## config.mk

```make
export PLATFORM = sky130hd
export DESIGN_NAME = xil_bram_fifo_fwft
export DESIGN_NICKNAME = d
export VERILOG_FILES = /design/src/rtl/xil_bram_fifo_fwft.sv
export SDC_FILE = /design/constraint.sdc
export NUM_CORES = 1
export LEC_CHECK = 0
export BUFFER_PORTS_ARGS = -buffer_cell sky130_fd_sc_hd__clkbuf_2
export CORE_MARGIN = 2
export CORE_UTILIZATION = 35
export CTS_CLUSTER_DIAMETER = 80
export DETAILED_ROUTE_END_ITERATION = 10
export PLACE_DENSITY = 0.69
export SLEW_MARGIN = 20
export SYNTH_ARGS = -nofsm -noshare
export SYNTH_HDL_FRONTEND = slang
export SYNTH_SLANG_ARGS = --single-unit
```

## constraint.sdc

```tcl
create_clock -name clk -period 3.6 [get_ports clk]
set_input_delay 0.72 -clock clk [delete_from_list [all_inputs] [get_ports clk]]
set_output_delay 0.72 -clock clk [all_outputs]
set_load 0.02 [all_outputs]
```

## src/rtl/xil_bram_fifo_fwft.sv

```systemverilog
// First-word-fall-through FIFO controller for an external SDP block RAM.
// A DEL+1 entry prefetch buffer hides the RAM read latency from the consumer.
module xil_bram_fifo_fwft #(
  parameter int ADR = 10,
  parameter int DAT = 18,
  parameter int DEL = 1
) (
  input  logic           clk,
  input  logic           rst,
  input  logic           push,
  input  logic [DAT-1:0] pdat,
  output logic           full,
  input  logic           pop,
  output logic           vld,
  output logic [DAT-1:0] odat,
  output logic [ADR:0]   lvl,
  output logic           ovf,
  output logic           udf,
  output logic           wen,
  output logic [ADR-1:0] wad,
  output logic [DAT-1:0] wda,
  output logic           ren,
  output logic [ADR-1:0] rad,
  input  logic [DAT-1:0] rda
);

  localparam int OB = DEL + 1;
  localparam int OW = (OB > 2) ? 2 : 1;
  localparam int CW = 3;
  localparam int LW = ADR + 1;
  localparam logic [ADR:0] DEPTH = {1'b1, {ADR{1'b0}}};

  logic [ADR-1:0] wptr;
  logic [ADR-1:0] rptr;
  logic [ADR:0]   rcnt;
  logic [DEL-1:0] vpipe;
  logic [CW-1:0]  ocnt;
  logic [CW-1:0]  ifl;
  logic [CW-1:0]  used;
  logic [OW-1:0]  head;
  logic [OW-1:0]  tail;
  logic [DAT-1:0] obuf [OB];
  logic           wr;
  logic           rd;
  logic           land;

  function automatic logic [OW-1:0] nxt(
    input logic [OW-1:0] p
  );
    return (p == OW'(OB - 1)) ? '0 : p + 1'b1;
  endfunction

  // write strobe is held off while reset is asserted
  assign full = (lvl == DEPTH);
  assign wr   = push & ~full & rst;
  assign wen  = wr;
  assign wad  = wptr;
  assign wda  = pdat;

  assign vld  = (ocnt != '0);
  assign odat = obuf[head];
  assign rd   = pop & vld;
  assign land = vpipe[DEL-1];
  assign rad  = rptr;

  always_comb begin
    ifl = '0;
    for (int i = 0; i < DEL; i++)
      ifl = ifl + CW'(vpipe[i]);
  end

  // slots already claimed after this cycle's pop
  assign used = ocnt + ifl - CW'(rd);
  assign ren  = (rcnt != '0) && (used < CW'(OB));

  always_ff @(posedge clk or negedge rst) begin
    if (!rst) begin
      wptr  <= '0;
      rptr  <= '0;
      rcnt  <= '0;
      vpipe <= '0;
      lvl   <= '0;
      ovf   <= 1'b0;
      udf   <= 1'b0;
    end else begin
      if (wr)
        wptr <= wptr + 1'b1;
      if (ren)
        rptr <= rptr + 1'b1;
      rcnt <= rcnt + LW'(wr) - LW'(ren);
      vpipe[0] <= ren;
      for (int i = 1; i < DEL; i++)
        vpipe[i] <= vpipe[i-1];
      unique case ({wr, rd})
        2'b10:   lvl <= lvl + 1'b1;
        2'b01:   lvl <= lvl - 1'b1;
        default: lvl <= lvl;
      endcase
      ovf <= push & full;
      udf <= pop & ~vld;
    end
  end

  always_ff @(posedge clk or negedge rst) begin
    if (!rst) begin
      head <= '0;
      tail <= '0;
      ocnt <= '0;
      for (int i = 0; i < OB; i++)
        obuf[i] <= '0;
    end else begin
      if (land) begin
        obuf[tail] <= rda;
        tail       <= nxt(tail);
      end
      if (rd)
        head <= nxt(head);
      ocnt <= ocnt + CW'(land) - CW'(rd);
    end
  end

endmodule

```

==> results of run 1 <==
## power breakdown
group	switching (mW)	total, mW	internal, mW
Sequential	0.382	1.82	1.44
Clock	0.395	0.956	0.561
Combinational	1.92	3.72	1.80
Total	2.69	6.49	3.80
## worst paths after layout
kind | endpoint | slack [ns]
max in group asynchronous | obuf[10] | 2.08
max reg2reg | rcnt[10] | -0.22
max | rcnt[10] | -0.22
min in group clk | rad[9] | 0.46
min | obuf[24] | 0.38
min reg2reg | rad[9] | 0.46
## routing by layer
metal | GRT usage (%) | up-vias | wire, um
li1 | - | 1582 | -
met4 | 8.07 | 0 | 231
met2 | 22.9 | 77 | 4920
met5 | 0 | - | 0
met1 | 16.7 | 1633 | 4270
met3 | 2.36 | 25 | 352
## cells by family (layout without fill, tap and decap cells)
logic type	after synthesis	count (layout)	share of synthesized area [%]
fa+ha+maj	32	32	8.94
mux	57	57	13.6
compound gates	56	56	8.89
flops	86	86	45.5
simple gates	93	93	10.9
buf+inv	56	144	5.95
xor+xnor	32	32	6.22
## metrics by stage
step	power, mW	cells	utilization [%]	hold slack [ns]	setup TNS, ns
CTS	6.35	672	43.0	0.374	-0.520
floorplan	4.35	412	-	0.424	-0.509
detailed placement	5.27	652	40.3	0.458	-1.06
finish	6.49	676	43.7	0.378	-0.635
global placement	5.11	652	40.3	0.456	-0.366
global route	7.00	676	43.7	0.388	-1.71
## state kept, by name, indices dropped and copies added, names as in the netlist
| name | count |
|---|---|
| ovf | 1 |
| ocnt | 3 |
| obuf | 36 |
| rad | 10 |
| tail | 1 |
| head | 1 |
| lvl | 11 |
| land | 1 |
| rcnt | 11 |
| udf | 1 |
| wad | 10 |
## critical path, cell delays in order, from the launching register on
cell	delay, ns
dfrtp_1	0.38
or3_4	0.39
and2_4	0.18
ha_4	0.21
inv_2	0.06
ha_4	0.12
inv_2	0.03
fa_2	0.33
xnor3_1	0.22
o311a_4	0.15
ha_4	0.26
inv_2	0.03
ha_4	0.15
inv_2	0.05
fa_2	0.20
nor2b_2	0.05
o221ai_2	0.25
a21oi_2	0.09
or4_1	0.39
and3_1	0.18
## layout make-up
cell class / count / area, um^2 / area share [%]
clock buffer: 10 / 239 / 4.13
clock inverter: 6 / 68.8 / 1.19
inverter: 32 / 120 / 2.08
multi-input combinational: 270 / 2440 / 42.2
sequential: 86 / 2150 / 37.2
tap: 176 / 220 / 3.81
timing repair buffer: 96 / 542 / 9.37
## Yosys cell counts (3+ instances only)
library cell and number:
ha_1 29, dfrtp_1 86, buf_4 18, o21ai_0 13, nor2b_1 5, nor2_1 20
xor2_1 13, nand2b_1 5, nand2_1 23, and3_1 10, a21oi_1 14, mux2_2 56
o21a_1 5, xnor2_1 18, nand3_1 8, inv_1 32, fa_1 3, buf_2 3
nor3_1 6
## timing repair
action                                  in CTS  in global routing
pin swaps                                    9                  8
resized for setup                            4                 11
cloned                                       0                  0
endpoints found under the setup margin       6                  8
buffers inserted                             5                  4
==> reports/results.tsv, run 1 <==
metric	value	unit
final_area	0.00578	mm^2
crit_path_start	ocnt[1]	
routedWlPerCell	14.5	um
synth.avg_cell_area	11.5	um^2
routed_wl	9.78	mm
antenna_found_initial	0	
grt_pass1_wl	15.7	mm
synth-edff-count	0	
h-tree-depth	3	
ant_nets	0	
drt_iter0_markers	138	
hold_viol_final	0	
worstSkewPairLatency	0.34	ns
yosys.area.top_type_share	45.5	%
synthesis.area	0.00473	mm^2
antenna_cells	0	
synth_area_leaders	dfrtp_1, mux2_2, ha_1	
powerDensity	1120	mW/mm^2
synth_cell_types	57	
synthToLayoutAreaGrowth	22.3	%
async_flop_share	100	%
yosysWarnings	0	
synth_ff_type	dfrtp_1	
setup_slack	-0.217	ns
rr_startpoint	ocnt[1]	
ios	113	
fin_skew	0.00836	ns
max_slew_margin	35.2	%
start_util	35.7	%
cp-start-kind	register	
via_per_inst	4.91	
power_leakage	2.72	nW
drive_gt1_share	40.8	%
drc_errors	0	
grt_overflow	0	
peakVddDrop	0.380	mV
dr_total_vias	3317	
cts.sinks	86	
nets	567	
drtPass1Iterations	6	
clkTransAtPathRegs	0.06	ns
max_freq	262	MHz
dieWidth	120	um
core	0.0132	mm^2
mostFrequentLayoutCells	dfrtp_1, clkbuf_2, mux2_2	
drv_cap	0	
cts-root-buf	clkbuf_16	
slew_viol_final	0	
arrival	4.05	ns
cp.required	3.83	ns
rows	42	
worst_r2r_path_depth	19	
grt_max_degree	69	
period_share	106	%
dpl.hpwl	6.86	mm
synth_top_area_cell	dfrtp_1	
endpoint_kind	register	
layout_commonest_cell	dfrtp_1	
violations	setup timing	
synth_fp_nets	484	
fin_crit	3.82	ns
hp-class	in -> async	
worstMarginPinSlew	0.971	ns
finalSetupViolations	4	
pre_cts_ws	-0.294	ns
die_h	120	um
gp_congestion	0.840	
worstSetupPathType	reg -> reg	
rsz0062_at_grt	yes	
dieArea	0.0145	mm^2
synth_cells	412	
grt_pass1_vias	3350	
critPathMaxFanout	3	
port_buffers	76	
dpl_cell_area	0.00534	mm^2
clockBufferDepth	2	
nFillCells	1234	
ys_seq_area_share	45.5	%
ctsHoldBuffers	0	
grtUsageTotal	13.7	%
status	finished, violations left	
tritoncts	built	
synth_seq_cells	86	
cts_buffers	9	
(Power assumes the default switching activity.)
==> inputs of run 2 (changes only) <==
- BUFFER_PORTS_ARGS: -buffer_cell sky130_fd_sc_hd__clkbuf_2 -> -buffer_cell sky130_fd_sc_hd__buf_2
==> reports/results.tsv, run 2 (synthesis gave the netlist of run 1 again) <==
metric	value	unit	change
max_freq	264	MHz	+0.93%
swShare	41.5	%	+0.058 points
h-tree-depth	3		unchanged
routed_wl	9.45	mm	-3.3%
worstSkewPairLatency	0.35	ns	about the same
clockBufferDepth	2		unchanged
rr_startpoint	ocnt[2]		
rows	42		unchanged
critPathBufInv	4		unchanged
nets	565		-0.35%
finalSetupViolations	4		unchanged
mostFrequentLayoutCells	dfrtp_1, buf_2, mux2_2		
rsz0062_at_grt	yes		
crit_path_start	ocnt[2]		
port_buffers	76		unchanged
synthToLayoutAreaGrowth	20.4	%	
period_share	105	%	-0.98 points
totalPowerFinal	6.30	mW	-3.0%
reg_top3	obuf: 36 flops, lvl: 11 flops, rcnt: 11 flops		
dpl_cell_area	0.00533	mm^2	-0.14%
drtPass1Iterations	4		-2
grt_max_degree	81		+17%
dr_total_vias	3274		-1.3%
dieWidth	120	um	unchanged
p_seq_share	28.8	%	+0.8 points
cp-endpoint	rcnt[10]		
worst_r2r_path_depth	19		unchanged
via_per_inst	4.86		-0.86%
largest_reg_flops	36		unchanged
timing.rr.end	rcnt[10]		
dieArea	0.0145	mm^2	unchanged
gp_congestion	0.838		-0.14%
cp-start-kind	register		
max_stage_delay	0.39	ns	about the same
routedWlPerCell	14.0	um	-2.9%
cts.sinks	86		unchanged
setup_slack	-0.181	ns	+0.0352 ns
ios	113		unchanged
timing.critical_path.depth	19		unchanged
final_area	0.00569	mm^2	-1.6%
pre_cts_ws	-0.319	ns	-0.0252 ns
layout_commonest_cell	dfrtp_1		
endpoint_kind	register		
slew_viol_final	0		unchanged
largest-register	obuf		
reg2reg_setup_slack	-0.18	ns	+0.04 ns
hold_slack	0.193	ns	-0.185 ns
critPathMaxFanout	3		unchanged
internal_power	3.69	mW	-3.1%
cp_top_family	adder cells		
powerDensity	1110	mW/mm^2	-1.4%
violations	setup timing		
pwr-share-comb	57.8	%	+0.5 points
grtUsageTotal	13.6	%	-0.18 points
peakVddDrop	0.348	mV	-8.5%
arrival	4.01	ns	-0.04 ns
ant_nets	0		unchanged
core	0.0132	mm^2	unchanged
drv_cap	0		unchanged
worstMarginPinSlew	0.963	ns	-0.00822 ns
status	finished, violations left		
pwr-share-clk	13.4	%	-1.3 points
fin_crit	3.78	ns	-0.0352 ns
antenna_cells	0		unchanged
ctsHoldBuffers	0		unchanged
fin_cells	673		-0.44%
drive_gt1_share	39.0	%	-1.8 points
clkTransAtPathRegs	0.06	ns	about the same
max_slew_margin	35.7	%	+0.55 points
grt_pass1_vias	3349		-0.030%
nFillCells	1274		+3.2%
dpl.cell_count	651		-0.15%
cp.required	3.83	ns	about the same
path_cells	or3_4, and2_4, ha_4, inv_2, ha_4, inv_2, fa_2, xnor3_1, o311a_4, ha_4, inv_2, ha_4, inv_2, fa_2, nor2b_2, o221ai_4, a21oi_2, or4_1, and3_1		
fin_skew	0.00758	ns	-0.000786 ns
antenna_found_initial	0		unchanged
worstSetupPathType	reg -> reg		
cts-root-buf	clkbuf_16		
p_sw	2.62	mW	-2.8%
hp-class	in -> async		
grt_pass1_wl	15.5	mm	-1.2%
cts_buffers	9		unchanged
die_h	120	um	unchanged
power_leakage	2.68	nW	-1.6%
grt_overflow	0		unchanged
hold_viol_final	0		unchanged
drc_errors	0		unchanged
drt_iter0_markers	137		-0.72%
crit_path_top_delay_cell	dfrtp_1		
start_util	35.7	%	unchanged
tritoncts	built		
dpl.hpwl	6.77	mm	-1.3%
[run 2: per-layer routing]
| metal | vias to the layer above | wire length [um] | share of wire, % | GRT usage, % |
|---|---|---|---|---|
| met4 | 0 | 228 | 2.4 | 5.52 |
| met2 | 77 | 4580 | 48 | 22.9 |
| met1 | 1604 | 4160 | 44 | 16.3 |
| met5 | - | 0 | 0 | 0 |
| met3 | 25 | 491 | 5.2 | 3.87 |
| li1 | 1568 | - | - | - |
[run 2: final cells by class]
type,count,area (um^2),share of cell area (%)
clock inverter,5,37.5,0.659
sequential,86,2150,37.8
tap,176,220,3.87
timing repair buffer,94,532,9.34
clock buffer,10,229,4.02
inverter,32,120,2.11
multi-input combinational,270,2400,42.2
[run 2: worst min path at each step]
stage               slack, ns  cells after the start    from       end
global route             0.19                      1     rst  obuf[23]
global placement         0.45                      1  rad[9]    rad[9]
detailed placement       0.46                      1  rad[9]    rad[9]
finish                   0.19                      1     rst  obuf[24]
floorplan                0.42                      0     rst      head
CTS                      0.18                      1     rst  obuf[23]
[run 2: timing repair]
action,in CTS,in global routing
gates resized for setup,3,5
pin swaps,6,5
setup buffers,2,5
endpoints found under the hold margin,0,0
setup endpoints to repair,6,8
[run 2: per-stage QoR]
| stage | util, % | TNS, ns |
|---|---|---|
| after floorplan | - | -0.509 |
| after global routing | 43.0 | -1.71 |
| final | 43.0 | -0.504 |
| after global placement | 40.3 | -0.426 |
| after CTS | 42.5 | -0.591 |
| after detailed placement | 40.3 | -1.06 |
[run 2: power groups by stage]
stage	registers, mW	clock network [mW]	logic, mW
floorplan	1.87	0	2.48
CTS	1.82	0.884	3.49
global route	1.89	0.920	4.00
finish	1.82	0.843	3.64
global placement	1.81	0	3.30
detailed placement	1.83	0	3.43
